## src/rtl/key_evt_pkg.sv

```systemverilog
// Shared widths, event field positions and the priority-select helper
// used by the keypad event encoder.
package key_evt_pkg;

  localparam int KEY_W        = 4;
  localparam int NKEYS        = 16;
  localparam int EV_W         = 5;
  localparam int EV_PRESS_BIT = 4;

  // Lowest-index set bit of v; callers qualify the result with |v.
  function automatic logic [KEY_W-1:0] lowest_set(input logic [NKEYS-1:0] v);
    lowest_set = '0;
    for (int i = NKEYS - 1; i >= 0; i--) begin
      if (v[i]) lowest_set = KEY_W'(i);
    end
  endfunction

endpackage

```

## src/rtl/key_evt_enc_fifo.sv

```systemverilog
// Synchronous show-ahead FIFO: head is the oldest entry, zero when empty.
// Pointers carry one extra wrap bit so full/empty are distinguishable.
module evt_fifo #(
  parameter int WIDTH = 5,
  parameter int DEPTH = 8,
  localparam int AW   = $clog2(DEPTH)
) (
  input  logic             clk,
  input  logic             rst_n,
  input  logic             push,
  input  logic [WIDTH-1:0] din,
  input  logic             pop,
  output logic             full,
  output logic             empty,
  output logic [AW:0]      count,
  output logic [WIDTH-1:0] head
);

  logic [WIDTH-1:0] mem [DEPTH];
  logic [AW:0]      wr_ptr;
  logic [AW:0]      rd_ptr;
  logic             do_push;
  logic             do_pop;

  assign count   = wr_ptr - rd_ptr;
  assign full    = (count == (AW + 1)'(DEPTH));
  assign empty   = (count == '0);
  assign do_pop  = pop & ~empty;
  // A push into a full FIFO is legal when the head leaves on the same edge.
  assign do_push = push & (~full | do_pop);
  assign head    = empty ? '0 : mem[rd_ptr[AW-1:0]];

  always_ff @(posedge clk or negedge rst_n) begin
    if (!rst_n) begin
      wr_ptr <= '0;
      rd_ptr <= '0;
    end else begin
      if (do_push) wr_ptr <= wr_ptr + 1'b1;
      if (do_pop)  rd_ptr <= rd_ptr + 1'b1;
    end
  end

  always_ff @(posedge clk) begin
    if (do_push) mem[wr_ptr[AW-1:0]] <= din;
  end

endmodule

```

## src/rtl/key_evt_enc.sv

```systemverilog
// Turns the debounced key-level bitmap into serialized press/release events.
// Build option KEY_EVT_RELEASE_EN: when defined, releases are queued too.
module key_evt_enc
  import key_evt_pkg::*;
#(
  parameter int DEPTH = 8
) (
  input  logic            clk,
  input  logic            rst_n,
  input  logic [15:0]     btn,
  output logic            ev_valid,
  input  logic            ev_ready,
  output logic [EV_W-1:0] ev_code,
  output logic            busy,
  output logic [4:0]      pressed_cnt
);

  localparam int AW = $clog2(DEPTH);

  logic [NKEYS-1:0] btn_q;
  logic [NKEYS-1:0] rep;
  logic [NKEYS-1:0] pending;
  logic [KEY_W-1:0] sel_key;
  logic             sel_press;
  logic             has_sel;
  logic             need_push;
  logic             space_ok;
  logic             take;
  logic             push;
  logic             pop;
  logic             fifo_full;
  logic             fifo_empty;
  logic [AW:0]      fifo_count;

  // Stage 0: register the level vector
  always_ff @(posedge clk or negedge rst_n) begin
    if (!rst_n) btn_q <= '0;
    else        btn_q <= btn;
  end

  // Stage 1: select the lowest pending key and report it
  assign pending   = btn_q ^ rep;
  assign busy      = |pending;
  assign has_sel   = |pending;
  assign sel_key   = lowest_set(pending);
  assign sel_press = btn_q[sel_key];
  assign pop       = ev_valid & ev_ready;
  assign space_ok  = (int'(fifo_count) < DEPTH) || (fifo_full && pop);

`ifdef KEY_EVT_RELEASE_EN
  assign need_push = has_sel;
`else
  // Releases only retire the pending bit; they never wait for FIFO space.
  assign need_push = has_sel & sel_press;
`endif

  assign take = has_sel & (~need_push | space_ok);
  assign push = need_push & space_ok;

  always_ff @(posedge clk or negedge rst_n) begin
    if (!rst_n) begin
      rep         <= '0;
      pressed_cnt <= '0;
    end else if (take) begin
      rep[sel_key] <= sel_press;
      pressed_cnt  <= sel_press ? pressed_cnt + 5'd1 : pressed_cnt - 5'd1;
    end
  end

  // Stage 2: event queue toward the consumer
  evt_fifo #(
    .WIDTH (EV_W),
    .DEPTH (DEPTH)
  ) u_fifo (
    .clk   (clk),
    .rst_n (rst_n),
    .push  (push),
    .din   ({sel_press, sel_key}),
    .pop   (pop),
    .full  (fifo_full),
    .empty (fifo_empty),
    .count (fifo_count),
    .head  (ev_code)
  );

  assign ev_valid = ~fifo_empty;

endmodule
```

## config.mk

```make
export PLATFORM = sky130hd
export DESIGN_NAME = key_evt_enc
export DESIGN_NICKNAME = d
export VERILOG_FILES = /design/src/rtl/key_evt_pkg.sv /design/src/rtl/key_evt_enc_fifo.sv /design/src/rtl/key_evt_enc.sv
export SDC_FILE = /design/constraint.sdc
export NUM_CORES = 1
export LEC_CHECK = 0
export CAP_MARGIN = 20
export CORE_AREA = 5 5 100 102
export CTS_CLUSTER_DIAMETER = 120
export CTS_CLUSTER_SIZE = 30
export DETAILED_ROUTE_END_ITERATION = 10
export DIE_AREA = 0 0 105 107
export PLACE_DENSITY = 0.73
export SYNTH_ARGS = -nofsm -noshare
export SYNTH_HDL_FRONTEND = slang
export SYNTH_SLANG_ARGS = --single-unit
```

## constraint.sdc

```tcl
create_clock -name clk -period 11.3 [get_ports clk]
set_clock_uncertainty 0.15 [all_clocks]
set_input_delay 2.26 -clock clk [delete_from_list [all_inputs] [get_ports clk]]
set_output_delay 2.26 -clock clk [all_outputs]
set_load 0.1 [all_outputs]
```

Word level (Yosys, flattened, before mapping)
Memory sizes are Yosys's and may differ from the RTL's.
Index checks and enable logic that the tools add are counted.
{"block": "totals", "output_inout_bits": 12, "word_cells": 57, "ramBits": 40, "register_bits": 45, "memories": 1, "input_bits": 19}
{"name": "u_fifo.mem", "words": 8, "width": 5, "read_ports": 1, "rd_clocked_by_memory_dff": 0, "wr": 1, "line": "key_evt_enc_fifo.sv:19", "rtl": "logic [WIDTH-1:0] mem [DEPTH];"}
{"block": "classes", "reduce_logical": 5, "n_bitwise": 12, "n_mux": 25, "n_addsub": 5, "order_cmp": 3, "eq_ne": 1}
{"op": "$mux W4", "n": 16}
{"op": "$bwmux W16", "n": 1}
{"op": "$reduce_or A16 Y1", "n": 1}
{"op": "$xor A16 B16 Y16", "n": 1}
{"op": "$mux W5", "n": 2}
{"op": "$add A4 B1 Y4 const B", "n": 2}
{"op": "$and A1 B1 Y1", "n": 6}
{"op": "$add A5 B1 Y5 const B", "n": 1}
{"op": "$lt A4 B5 Y1 const B", "n": 1}
{"op": "$sub A5 B1 Y5 const B", "n": 1}
{"op": "$bmux W1 S4", "n": 1}
{"op": "$demux W1 S4", "n": 1}
{"op": "$eq A4 B4 Y1 const B", "n": 1}
{"op": "$ge A4 B1 Y1 const B", "n": 1}
{"op": "$logic_not A4 Y1", "n": 1}
{"op": "$lt A4 B4 Y1 const B", "n": 1}
{"op": "$mux W1", "n": 4}
{"op": "$sub A4 B4 Y4", "n": 1}
{"op": "$not A1 Y1", "n": 3}
{"op": "$logic_and A1 B1 Y1", "n": 2}
{"op": "$or A1 B1 Y1", "n": 2}
{"op": "$logic_or A1 B1 Y1", "n": 1}

Logic depth before layout (Yosys ltp)
{"block": "logic_depth", "depth_word": 24, "depth_mapped": 15, "depth_no_buf": 15}

Modules after synthesis
From an unflattened synthesis, not the netlist that was laid out.
{"block": "hier_totals", "hier_cells": 334, "area_unflattened_um2": 4304.1}
{"mod": "key_evt_enc", "cells_each": 206, "area_each_um2": 2204.6, "seq_area_each_um2": 925.9, "n_inst": 1}
{"mod": "evt_fifo", "cells_each": 128, "area_each_um2": 2099.5, "seq_area_each_um2": 1401.3, "n_inst": 1}

Least setup slack after synthesis
OpenSTA, ideal clock, no wires.
{"block": "synth_path", "path_kind": "register to output", "from": "register u_fifo.rd_ptr[1]", "to": "output port ev_code[0]", "stages_incl_launch_ff": 10, "n_path_buf": 2, "slack_ns": 5.624, "t_required_ns": 8.890, "arrival_ns": 3.266, "path_cell_list": "dfrtp_1 > clkbuf_1 > inv_1 > ha_1 > a21o_1 > a21oi_1 > xnor2_1 > and2_0 > clkbuf_1 > a21oi_1"}
{"block": "synth_between", "elab_chain_len": 3, "word_cells_on_any_way": 4, "cone_classes": "add/sub: 1; mux: 1; reduce/logical: 1; memory: 1"}
{"item": "start: declaration", "line": "key_evt_enc_fifo.sv:21", "rtl": "logic [AW:0] rd_ptr;"}
{"item": "start signal: assignment", "line": "key_evt_enc_fifo.sv:39", "rtl": "if (do_pop) rd_ptr <= rd_ptr + 1'b1;"}
{"item": "$sub A4 B4 Y4", "line": "key_evt_enc_fifo.sv:25", "rtl": "assign count = wr_ptr - rd_ptr;"}
{"item": "$logic_not A4 Y1", "line": "key_evt_enc_fifo.sv:27", "rtl": "assign empty = (count == '0);"}
{"item": "$mux W5 (*)", "line": "key_evt_enc_fifo.sv:31", "rtl": "assign head = empty ? '0 : mem[rd_ptr[AW-1:0]];"}
{"item": "end: declaration", "line": "key_evt_enc.sv:13", "rtl": "output logic [EV_W-1:0] ev_code,"}
Mark *: on every way between the ends. The rest lies on a longest branch, timed or not.

Worst setup path in the final report
{"block": "layout_path", "from": "register u_fifo.rd_ptr[0]", "to": "output port ev_code[2]"}
Same word-level chain as after synthesis.

==> key figures <==
STA
  – Max Fclk: 167 MHz
  – Unrepaired setup endpoints after global routing: no
  – Slew headroom: 35.4%
  – Minimum clock period: 6000 ps
  – Final WS setup: 5300 ps
  – Final setup violation count: 0
  – Final worst-path cycle share: 53.1%
  – Final setup TNS: 0 ps
  – Worst Tran Pin Value: 965 ps
  – Max Slew Vio Count: 0
  – Hold violation total from the final report: 0

Synth
  – Netlist cell types: 55
  – Flops & latches, synth: 85
  – Ys async rst share: 52.9%
  – Synthesized area per cell: 12.2 um2
  – Mapped Cells: 346
  – Most common flop cell mapped by yosys: dfrtp_1
  – Post-synth EDFFs: 40
  – Synth Warn #: 0
  – Post-synth top area cell: edfxtp_1
  – Syn_nets: 374
  – Synth top area cells: edfxtp_1 28%, dfrtp_1 27%, mux4_2 5.3%
  – Seq/Total Area, Yosys: 55.2%
  – Mapped cell area: 0.00422 mm2
  – Share of the synthesized area in the top cell type: 28.5%

Setup path
  – Critical Path RT: 8890 ps
  – Critical path endpoint category: output pin
  – R2R Setup Slk: 6450 ps
  – Critical Path AT: 3590 ps
  – Critical R2R Launch: rep[3]$_DFFE_PN0P_
  – Startpoint Class: flop
  – Path depth of the worst reg2reg path: 15
  – Crit path kind: reg2out
  – Worst R2R End: pressed_cnt[4]$_DFFE_PN0P_
  – Crit-path max FO: 14

Clock tree
  – Post-CTS setup buffer count: 0
  – Clk root buf: clkbuf_8
  – TritonCTS clock tree: done
  – Resize count post-CTS: 0
  – Clk pin slew, worst setup/hold paths: 90 ps
  – TritonCTS Buffers: 9
  – Clock buffer depth: 2
  – Htree depth: 3
  – Clock network latency to the later pin of the worst-skew pair: 360 ps
  – Hold buffer count at cts: 0
  – Clock sink count: 85

Die
  – IO Count: 31
  – Site Rows: 35
  – Core ar.: 0.00902 mm2
  – Starting Density: 46.8%
  – Die width: 105 um
  – Die boundary height: 107 um
  – Die area: 0.0112 mm2

Place
  – Dpl ws: 5640 ps
  – Detailed-placement wirelength estimate: 6400 um
  – Gpl congestion: 0.888
  – Number of I/O port buffers: 30

Routing
  – Initial DRC Count: 172
  – DR vias/cell: 5.84
  – DR pass1 iterations: 5
  – Post-route ant nets: 0
  – DRC viols: 0
  – Avg WL per Cell: 17.2 um
  – Routed via count: 2916
  – Total wire length: 8580 um

Flow run
  – Max Cap Violations: 0

Layout
  – Ratio of cells with drive above 1 in the final layout: 10.8%
  – Syn-to-layout area delta: 14.5%
  – Layout Utilization: 53.5%
  – Final net count: 411
  – Most frequent cells in the layout: 45 x dfrtp_1, 43 x a21oi_1, 40 x edfxtp_1
  – ANT cells: 0
  – Most common library cell in the layout ignoring fill and taps: dfrtp_1

GRT
  – Vias in the first global route: 2813
  – Grt ovf: 0
  – Largest net degree at the start of global routing: 46
  – First-pass GRT wire length: 14100 um
  – Antenna violations before repair: 0
  – Total GRT Usage: 15.9%

Min path
  – Hold path start: u_fifo.rd_ptr[3]$_DFFE_PN0P_
  – Hold worst-path end: u_fifo.rd_ptr[3]$_DFFE_PN0P_
  – Hold Path Class: reg2reg
  – Hold path cells: 1

Outcome
  – Run status: completed
[through the flow]
step | instance area [um2] | hold slack (ps) | instances
after detailed placement | 4630 | 344 | 482
final | 4830 | 354 | 499
after floorplan | 4220 | 310 | 346
after global placement | 4630 | 330 | 482
after global routing | 4830 | 385 | 499
after CTS | 4810 | 357 | 498
[how the worst max path moves through the flow]
stage | to | depth (start not counted) | from
4_1_cts | ev_code[2] | 8 | u_fifo.rd_ptr[0]$_DFFE_PN0P_
2_1_floorplan | ev_code[0] | 9 | u_fifo.rd_ptr[1]$_DFFE_PN0P_
3_5_place_dp | ev_code[2] | 8 | u_fifo.rd_ptr[0]$_DFFE_PN0P_
3_3_place_gp | ev_code[2] | 8 | u_fifo.rd_ptr[0]$_DFFE_PN0P_
5_1_grt | ev_code[3] | 8 | u_fifo.rd_ptr[0]$_DFFE_PN0P_
6_report | ev_code[2] | 8 | u_fifo.rd_ptr[0]$_DFFE_PN0P_
[routing by layer]
layer | up-vias | wire length [um] | GRT usage [%]
met2 | 104 | 4310 | 26.8
met4 | 0 | 156 | 6.39
li1 | 1364 | - | -
met3 | 14 | 527 | 3.31
met1 | 1434 | 3590 | 19.9
met5 | - | 0 | 0
[final cells by class]
type	count	area (um2)
Inverter	14	52.6
Multi-Input combinational cell	242	1820
Fill cell	781	4190
Clock buffer	11	141
Tap cell	111	139
Sequential cell	85	2330
Clock inverter	5	33.8
Timing Repair Buffer	31	315
[cell families after synthesis]
group | share of synthesized area, %
adders and majority gates | 2.85
and+or+nand+nor | 12.7
DFF | 55.2
xor gates and xnor gates | 7.47
buffers and inverters | 1.69
AOI/OAI and AO/OA | 12.8
muxes | 7.30
[sequential cells by signal (all words and copies together) (netlist names)]
register,flops
u_fifo.rd_ptr,4
pressed_cnt,5
btn_q,16
u_fifo.mem,40
rep,16
u_fifo.wr_ptr,4
[synthesized netlist by cell type (3+ instances only)]
cell type  count
dfrtp_1       45
a21oi_1       43
edfxtp_1      40
nand2_1       23
nor2_1        23
xnor2_1       18
xor2_1        18
inv_1         14
nor3_1        12
mux4_2        10
ha_1           8
a21o_1         6
nand3_1        6
a211oi_1       5
nand2b_1       5
nor2b_1        5
clkbuf_1       4
mux2_4         4
nor4_1         4
o21ai_0        4
and3_1         3
nand4_1        3
o31a_1         3
or4_1          3
[worst max-delay path, cell delays in order (launching register included)]
cell and delay, ps:
dfrtp_1 830, ha_1 290, inv_1 40, a21o_1 170
a21oi_1 180, xnor2_1 150, and2_0 260, a21oi_1 160
clkdlybuf4s50_1 1150
Power is not shown: default switching activity piles up to over one toggle a cycle in this logic, so the estimate is an artifact.
